==> src/rtl/prime_screen_ctrl.sv <==
// prime_screen_ctrl: trial-division sequencer in front of the shared 16/8 divider.
// Streams divisors 2..last against one held candidate and reports the smallest
// factor seen, or "no small factor".
// Optional feature macro: PRIME_SQRT_BOUND_EN (stop issuing once d*d > candidate).
module prime_screen_ctrl #(
  parameter int unsigned MAX_DIV = 255,
  parameter int unsigned CNT_W   = 8
) (
  input  logic        aclk,
  input  logic        aresetn,
  input  logic        cand_tvalid,
  output logic        cand_tready,
  input  logic [15:0] cand_tdata,
  output logic        div_dividend_tvalid,
  output logic [15:0] div_dividend_tdata,
  output logic        div_divisor_tvalid,
  output logic [7:0]  div_divisor_tdata,
  input  logic        div_dout_tvalid,
  input  logic [23:0] div_dout_tdata,
  output logic        res_tvalid,
  input  logic        res_tready,
  output logic        res_prime,
  output logic [7:0]  res_factor,
  output logic [15:0] res_cand,
  output logic        busy
);

  typedef enum logic [1:0] {IDLE, ISSUE, DRAIN, DONE} state_t;

  state_t           state_q, state_d;
  logic             run_q;
  logic [15:0]      cand_q;
  logic [7:0]       d_q, last_q, rdiv_q, factor_q;
  logic [CNT_W-1:0] issued_q, returned_q;
  logic             found_q, prime_q;

  logic             accept, rsp, hit, sq_stop, no_div, done_prime;
  logic [7:0]       d_next, last_in;
  logic [15:0]      cand_m1;
  logic             unused_quot;

  // Only the remainder matters for screening.
  assign unused_quot = ^div_dout_tdata[23:8];

  assign cand_m1 = cand_tdata - 16'd1;
  assign last_in = (cand_m1 > 16'(MAX_DIV)) ? 8'(MAX_DIV) : cand_m1[7:0];
  assign d_next  = d_q + 8'd1;
  assign accept  = (state_q == IDLE) & run_q & cand_tvalid;
  assign rsp     = div_dout_tvalid & ((state_q == ISSUE) | (state_q == DRAIN));
  assign hit     = rsp & ~found_q & (div_dout_tdata[7:0] == 8'd0);

`ifdef PRIME_SQRT_BOUND_EN
  logic [15:0] sq_next;
  assign sq_next = 16'(d_next) * 16'(d_next);
  assign sq_stop = sq_next > cand_q;
  assign no_div  = (last_in < 8'd2) | (cand_tdata < 16'd4);
`else
  assign sq_stop = 1'b0;
  assign no_div  = last_in < 8'd2;
`endif

  // Next-state decode and handshake outputs.
  always_comb begin
    state_d             = state_q;
    done_prime          = ~found_q;
    cand_tready         = 1'b0;
    busy                = 1'b1;
    div_dividend_tvalid = 1'b0;
    div_divisor_tvalid  = 1'b0;
    res_tvalid          = 1'b0;
    unique case (state_q)
      IDLE: begin
        busy        = 1'b0;
        cand_tready = run_q;
        done_prime  = cand_tdata >= 16'd2;
        if (run_q && cand_tvalid) begin
          if ((cand_tdata < 16'd2) || no_div) state_d = DONE;
          else                                state_d = ISSUE;
        end
      end
      ISSUE: begin
        div_dividend_tvalid = 1'b1;
        div_divisor_tvalid  = 1'b1;
        // A hit seen now still lets this cycle's divisor go out; stop afterwards.
        if (hit || (d_q == last_q) || sq_stop) state_d = DRAIN;
      end
      DRAIN: begin
        if (returned_q == issued_q) state_d = DONE;
      end
      DONE: begin
        res_tvalid = 1'b1;
        if (res_tready) state_d = IDLE;
      end
      default: state_d = IDLE;
    endcase
  end

  // State register, job datapath and result tracking.
  always_ff @(posedge aclk) begin
    if (!aresetn) begin
      state_q    <= IDLE;
      run_q      <= 1'b0;
      cand_q     <= '0;
      d_q        <= '0;
      last_q     <= '0;
      rdiv_q     <= '0;
      factor_q   <= '0;
      issued_q   <= '0;
      returned_q <= '0;
      found_q    <= 1'b0;
      prime_q    <= 1'b0;
    end else begin
      state_q <= state_d;
      run_q   <= 1'b1;
      if (accept) begin
        cand_q     <= cand_tdata;
        d_q        <= 8'd2;
        last_q     <= last_in;
        rdiv_q     <= 8'd2;
        factor_q   <= '0;
        issued_q   <= '0;
        returned_q <= '0;
        found_q    <= 1'b0;
      end
      if (state_q == ISSUE) begin
        d_q      <= d_next;
        issued_q <= issued_q + CNT_W'(1);
      end
      if (rsp) begin
        returned_q <= returned_q + CNT_W'(1);
        rdiv_q     <= rdiv_q + 8'd1;
        if (hit) begin
          found_q  <= 1'b1;
          factor_q <= rdiv_q;
        end
      end
      if ((state_q != DONE) && (state_d == DONE)) prime_q <= done_prime;
    end
  end

  assign div_dividend_tdata = cand_q;
  assign div_divisor_tdata  = d_q;
  assign res_prime          = prime_q;
  assign res_factor         = factor_q;
  assign res_cand           = cand_q;

endmodule

==> config.mk <==
export PLATFORM = sky130hd
export DESIGN_NAME = prime_screen_ctrl
export DESIGN_NICKNAME = d
export VERILOG_FILES = /design/src/rtl/prime_screen_ctrl.sv
export SDC_FILE = /design/constraint.sdc
export NUM_CORES = 1
export LEC_CHECK = 0
export BUFFER_PORTS_ARGS = -buffer_cell sky130_fd_sc_hd__buf_2
export CORE_MARGIN = 4
export CORE_UTILIZATION = 35
export DETAILED_ROUTE_END_ITERATION = 8
export GPL_ROUTABILITY_DRIVEN = 0
export GPL_TIMING_DRIVEN = 0
export PLACE_DENSITY_LB_ADDON = 0.05
export SETUP_SLACK_MARGIN = 0.2
export SYNTH_ARGS = -nofsm -noshare
export SYNTH_HDL_FRONTEND = slang
export SYNTH_SLANG_ARGS = --single-unit
==> constraint.sdc <==
create_clock -name aclk -period 4.07 [get_ports aclk]
set_clock_uncertainty 0.05 [all_clocks]
set_input_delay 0.814 -clock aclk [delete_from_list [all_inputs] [get_ports aclk]]
set_output_delay 0.814 -clock aclk [all_outputs]
set_load 0.1 [all_outputs]
; Word-level counts from Yosys, hierarchy flattened
; Cells that the tools add are included.
[word_totals]
out_inout_bits = 54
in_bits = 45
elab_cells = 67
register_bits = 69
[op_classes]
order_cmp = 4
reduce_logical = 8
add_sub_neg = 5
bitwise_logic = 7
n_mux = 25
n_eq_ne = 7
[op_table]
columns = cell, n
row1 = two-way mux 8 bit, 10
row2 = "adder 8 x 1 -> 8 bit, second input constant", 4
row3 = == test 8 bit, 2
row4 = "greater-or-equal comparator 16 x 2 -> 1 bit, second input constant", 1
row5 = "greater-than comparator 16 x 8 -> 1 bit, second input constant", 1
row6 = "less-than comparator 16 x 2 -> 1 bit, second input constant", 1
row7 = "subtractor 16 x 1 -> 16 bit, second input constant", 1
row8 = two-way mux 2 bit, 5
row9 = two-way mux 1 bit, 9
row10 = logical NOT 8 bit, 1
row11 = "less-than comparator 8 x 2 -> 1 bit, second input constant", 1
row12 = one-hot mux 2 bit (4 select lines), 1
row13 = "== test 2 bit, second input constant", 3
row14 = AND 1 bit, 5
row15 = nonzero test 2 bit, 2
row16 = "== test 2 x 1 -> 1 bit, second input constant", 1
row17 = logical AND 1 bit, 2
row18 = logical NOT 2 bit, 1
row19 = logical OR 1 bit, 2
row20 = "!= test 2 bit, second input constant", 1
row21 = inverter 1 bit, 1
row22 = bitwise OR 1 bit, 1

; Depth between registers and ports, before layout
[logic_depth]
depth_word = 10
mapped_depth = 9
mapped_depth_nobuf = 8

; Worst setup path before layout
; Ideal clock, no wire load.
[synth_path]
path_type = register to register
start = reg state_q[1]
end = reg d_q[7], in the netlist div_divisor_tdata[7]
synth_period_minus_slack_ns = 2.606
setup_slack_ns = 1.464
arrival_time_ns = 2.441
setup_ns = 0.115
stages_incl_launch_ff = 10
required_time_ns = 3.905
path_buffers = 1
path_cell_list = dfxtp_1 > inv_1 > ha_1 > clkbuf_1 > inv_1 > nor2_1 > and3_1 > nand3_1 > mux2i_1 > and2_1
[synth_between]
elab_chain_len = 4
word_cells_on_any_way = 6
cone_classes = eq/ne: 1 / mux: 1 / bitwise: 2 / reduce/logical: 2
[synth_rtl]
columns = item, line_no
row1 = "start, declared", 30  ; state_t state_q, state_d;
row2 = "start signal, assigned", 113  ; state_q <= state_d;
row3 = logical NOT 2 bit, 48  ; assign accept = (state_q == IDLE) & run_q & cand_tvalid;
row4 = AND 1 bit (2 in series), 48
row5 = nonzero test 2 bit (no line), n/a
row6 = "end signal, assigned", 126  ; d_q <= d_next;
row7 = "end, declared", 33  ; logic [7:0] d_q, last_q, rdiv_q, factor_q;
; Several ways; a longest one is shown, not always the timed one.
; A chain may end at the register's enable or synchronous reset.

; Worst setup path after layout
[layout_path]
start = reg state_q[1]
end = reg prime_q, in the netlist res_prime
[layout_between]
elab_chain_len = 10
word_cells_on_any_way = 18
cone_classes = eq/ne: 5 / mux: 6 / bitwise: 4 / reduce/logical: 3
[layout_rtl]
columns = item, line_no
row1 = == test 2 x 1 -> 1 bit or == test 2 bit (tied branches), "49, 71"
row2 = bitwise OR 1 bit, 49  ; assign rsp = div_dout_tvalid & ((state_q == ISSUE) | (state_q == DRAIN));
row3 = AND 1 bit, 49
row4 = AND 1 bit (2 in series), 50  ; assign hit = rsp & ~found_q & (div_dout_tdata[7:0] == 8'd0);
row5 = logical OR 1 bit, 85  ; if (hit || (d_q == last_q) || sq_stop) state_d = DRAIN;
row6 = two-way mux 2 bit, 85
row7 = one-hot mux 2 bit (4 select lines), 71  ; unique case (state_q)
row8 = == test 2 bit, 137  ; if ((state_q != DONE) && (state_d == DONE)) prime_q <= done_prime;
row9 = logical AND 1 bit, 137
row10 = "end signal, assigned", 137
row11 = "end, declared", 35  ; logic found_q, prime_q;
; Several ways; a longest one is shown, not always the timed one.

==> reports/results.ini <==
[routing]
ant_nets = 0
post_drt_via_cell_ratio = 4.859
drt_iter0_drc = 160
wl_per_cell_um = 14.40
drt-pass1-iter-count = 4
drc = 0
finalWirelength_um = 9478
num_vias = 3197

[power]
power_density_nw_per_um2 = 485.8
leakage_nw = 1.912
peakVddDrop_mv = 0.2663
power_mw = 2.141

[synth]
avgSynthCellArea_um2 = 8.349
synth-simple-area-share_pct = 26.33
synth_edf_count = 0
syn_area_um2 = 3573
synth_top_family_by_area = simple AND/OR/NAND/NOR gates
async_flop_share_pct = 0
muxShareOfSynthArea_pct = 2.521
synthAdderAreaFrac_pct = 3.852
synth-xor-area-share_pct = 5.637
yosysUniqueCellTypes = 47
synthesis.nets = 484
synth_compound_area_share_pct = 16.32
synthFlopType = dfxtp_1
ys_seq_area_share_pct = 38.66
synthCells = 428
synth_seq_cells = 69
yosys_warnings = 0

[clocking]
post-cts-setup-buffers = 0
clock_sinks = 69
h-tree-depth = 3
cts_tree = built
insertion_delay_ns = 0.34
ctsResizeCount = 0
path_clk_slew_ns = 0.08
cts_made_buffers = 9
cts.root.buffer_cell = clkbuf_8
ctsHoldBuffers = 0
clockBufferDepth = 2

[global_routing]
grt-ovfl-total = 0
antenna_found_initial = 1
grt_max_degree = 13
grt_pass1_vias = 3193
track_usage_pct = 17.12
grt_pass1_wl_um = 15940

[sta]
setup_tns_ns = 0
slew_violations = 0
period_share_pct = 66.39
fin_ws_ns = 1.368
worst_pin_slew_ns = 0.6304
slew_headroom_pct = 57.97
clock.fmax_mhz = 370.1
final-hold-violation-count = 0
rsz0062_at_grt = false
finalCriticalPeriod_ns = 2.702
setup_viol = 0

[cells_and_area]
final-seq-area_um2 = 1381
drive_above_1_share_pct = 24.76
n_antenna_cell = 0
fin_nets = 576
multi_input_area_um2 = 1953
synthToLayoutAreaGrowth_pct = 23.32
nFillCells = 993

[worst_setup_path]
worstPathArrival_ns = 2.92
crit_required_ns = 4.29
cp_max_fo = 10
critPathKind = reg2reg
end_kind = register
crit_path_start_kind = register

[min_path]
hp-class = reg2reg

[place]
port_buffers = 81
pre_cts_ws_ns = 1.399
dpl.hpwl_um = 7172

[die]
num_rows = 36
fp.dieArea_um2 = 11890
die_h_um = 109.0
io_pins = 99
initial_core_util_pct = 36.23
die_w_um = 109.0
coreArea_um2 = 9864

[flow_run]
max_cap_violations = 0

[run_status]
status = complete, no violations

-- Yosys cell counts (3+ instances only) --
cell      count  area [um^2]
a21boi_0     28        210.2
a21oi_1      18        90.09
and2_1       17        106.4
and3_1        5        31.28
buf_4        17        127.6
clkbuf_1     15        56.30
dfxtp_1      69         1381
ha_1         11        137.6
inv_1         7        26.28
mux2i_1       9        90.09
nand2_1      69        259.0
nand3_1      25        125.1
nand4_1       9        56.30
nor2_1       26        97.59
nor2b_1       6        37.54
nor3_1        4        20.02
nor3b_1       5        37.54
nor4_1        4        25.02
o211ai_1      3        22.52
o21ai_0      26        130.1
xnor2_1      13        113.9
xor2_1       10        87.58
-- state kept, by name, summed over array words and instances (netlist names) --
name                flops
found_q                 1
state_q                 2
div_divisor_tdata       8
run_q                   1
div_dividend_tdata     16
rdiv_q                  8
res_prime               1
issued_q                8
returned_q              8
last_q                  8
res_factor              8
-- layer usage --
metal	global-route usage (%)	share of wire, %	up-vias
met2	26.10	43	71
met5	0	0.13	-
li1	-	-	1648
met1	24.12	51	1467
met4	3.877	0.82	2
met3	4.559	4.9	9
-- metrics by stage --
stage	cells	cell area (um^2)	hold slack (ns)	util [%]
floorplan	428	3573	0.4036	-
global placement	642	4145	0.3953	42.02
detailed placement	642	4145	0.4111	42.02
CTS	658	4407	0.4218	44.67
global route	658	4407	0.4547	44.67
finish	658	4407	0.4262	44.67
-- layout make-up --
cell class / instances / share of cell area, %
tap: 133 / 3.776
timing repair buffer: 81 / 9.199
clock inverter: 7 / 3.123
buffer: 36 / 4.742
inverter: 8 / 0.6814
sequential: 69 / 31.35
multi-input combinational: 315 / 44.32
clock buffer: 9 / 2.811
-- power by group --
part           internal (mW)  switching (mW)  total (mW)
clock network          0.467           0.278       0.745
logic                  0.149           0.490       0.640
registers              0.716          0.0403       0.756
-- logic make-up after synthesis --
logic type / Yosys count
xor+xnor: 23
mux: 9
fa+ha+maj: 11
buf+inv: 44
simple gates: 183
flops: 69
compound gates: 89
-- cells in the final DEF, fill, tap and decap left out, drive strengths merged, types with 2 or more instances in the layout --
| cell type | n |
|---|---|
| a211oi | 2 |
| a21boi | 28 |
| a21oi | 18 |
| a31oi | 2 |
| a32oi | 2 |
| and2 | 17 |
| and3 | 5 |
| and4 | 2 |
| buf | 102 |
| bufinv | 4 |
| clkbuf | 24 |
| clkinv | 2 |
| dfxtp | 69 |
| ha | 11 |
| inv | 8 |
| mux2i | 9 |
| nand2 | 70 |
| nand3 | 26 |
| nand4 | 9 |
| nor2 | 26 |
| nor2b | 6 |
| nor3 | 5 |
| nor3b | 6 |
| nor4 | 6 |
| o211ai | 3 |
| o21a | 3 |
| o21ai | 26 |
| or3 | 2 |
| xnor2 | 13 |
| xor2 | 10 |
-- path summary, 6_finish.rpt --
path / depth (start not counted) / slack, ns / to / start
worst max-delay path: 9 / 1.37 / res_prime / state_q[1]
worst min-delay path: 2 / 0.43 / res_prime / res_prime
worst max register to register: 9 / 1.37 / res_prime / state_q[1]
worst min register to register: 2 / 0.43 / res_prime / res_prime
-- critical path: stages, from the launching register on --
cell and delay, ns:
dfxtp_1 0.43, inv_1 0.13, ha_1 0.32, and2_1 0.15
nand4_1 0.14, clkbuf_1 0.44, o211ai_1 0.18, a32oi_1 0.28
nor4b_2 0.29, mux2i_1 0.23
(Power assumes the default switching activity.)
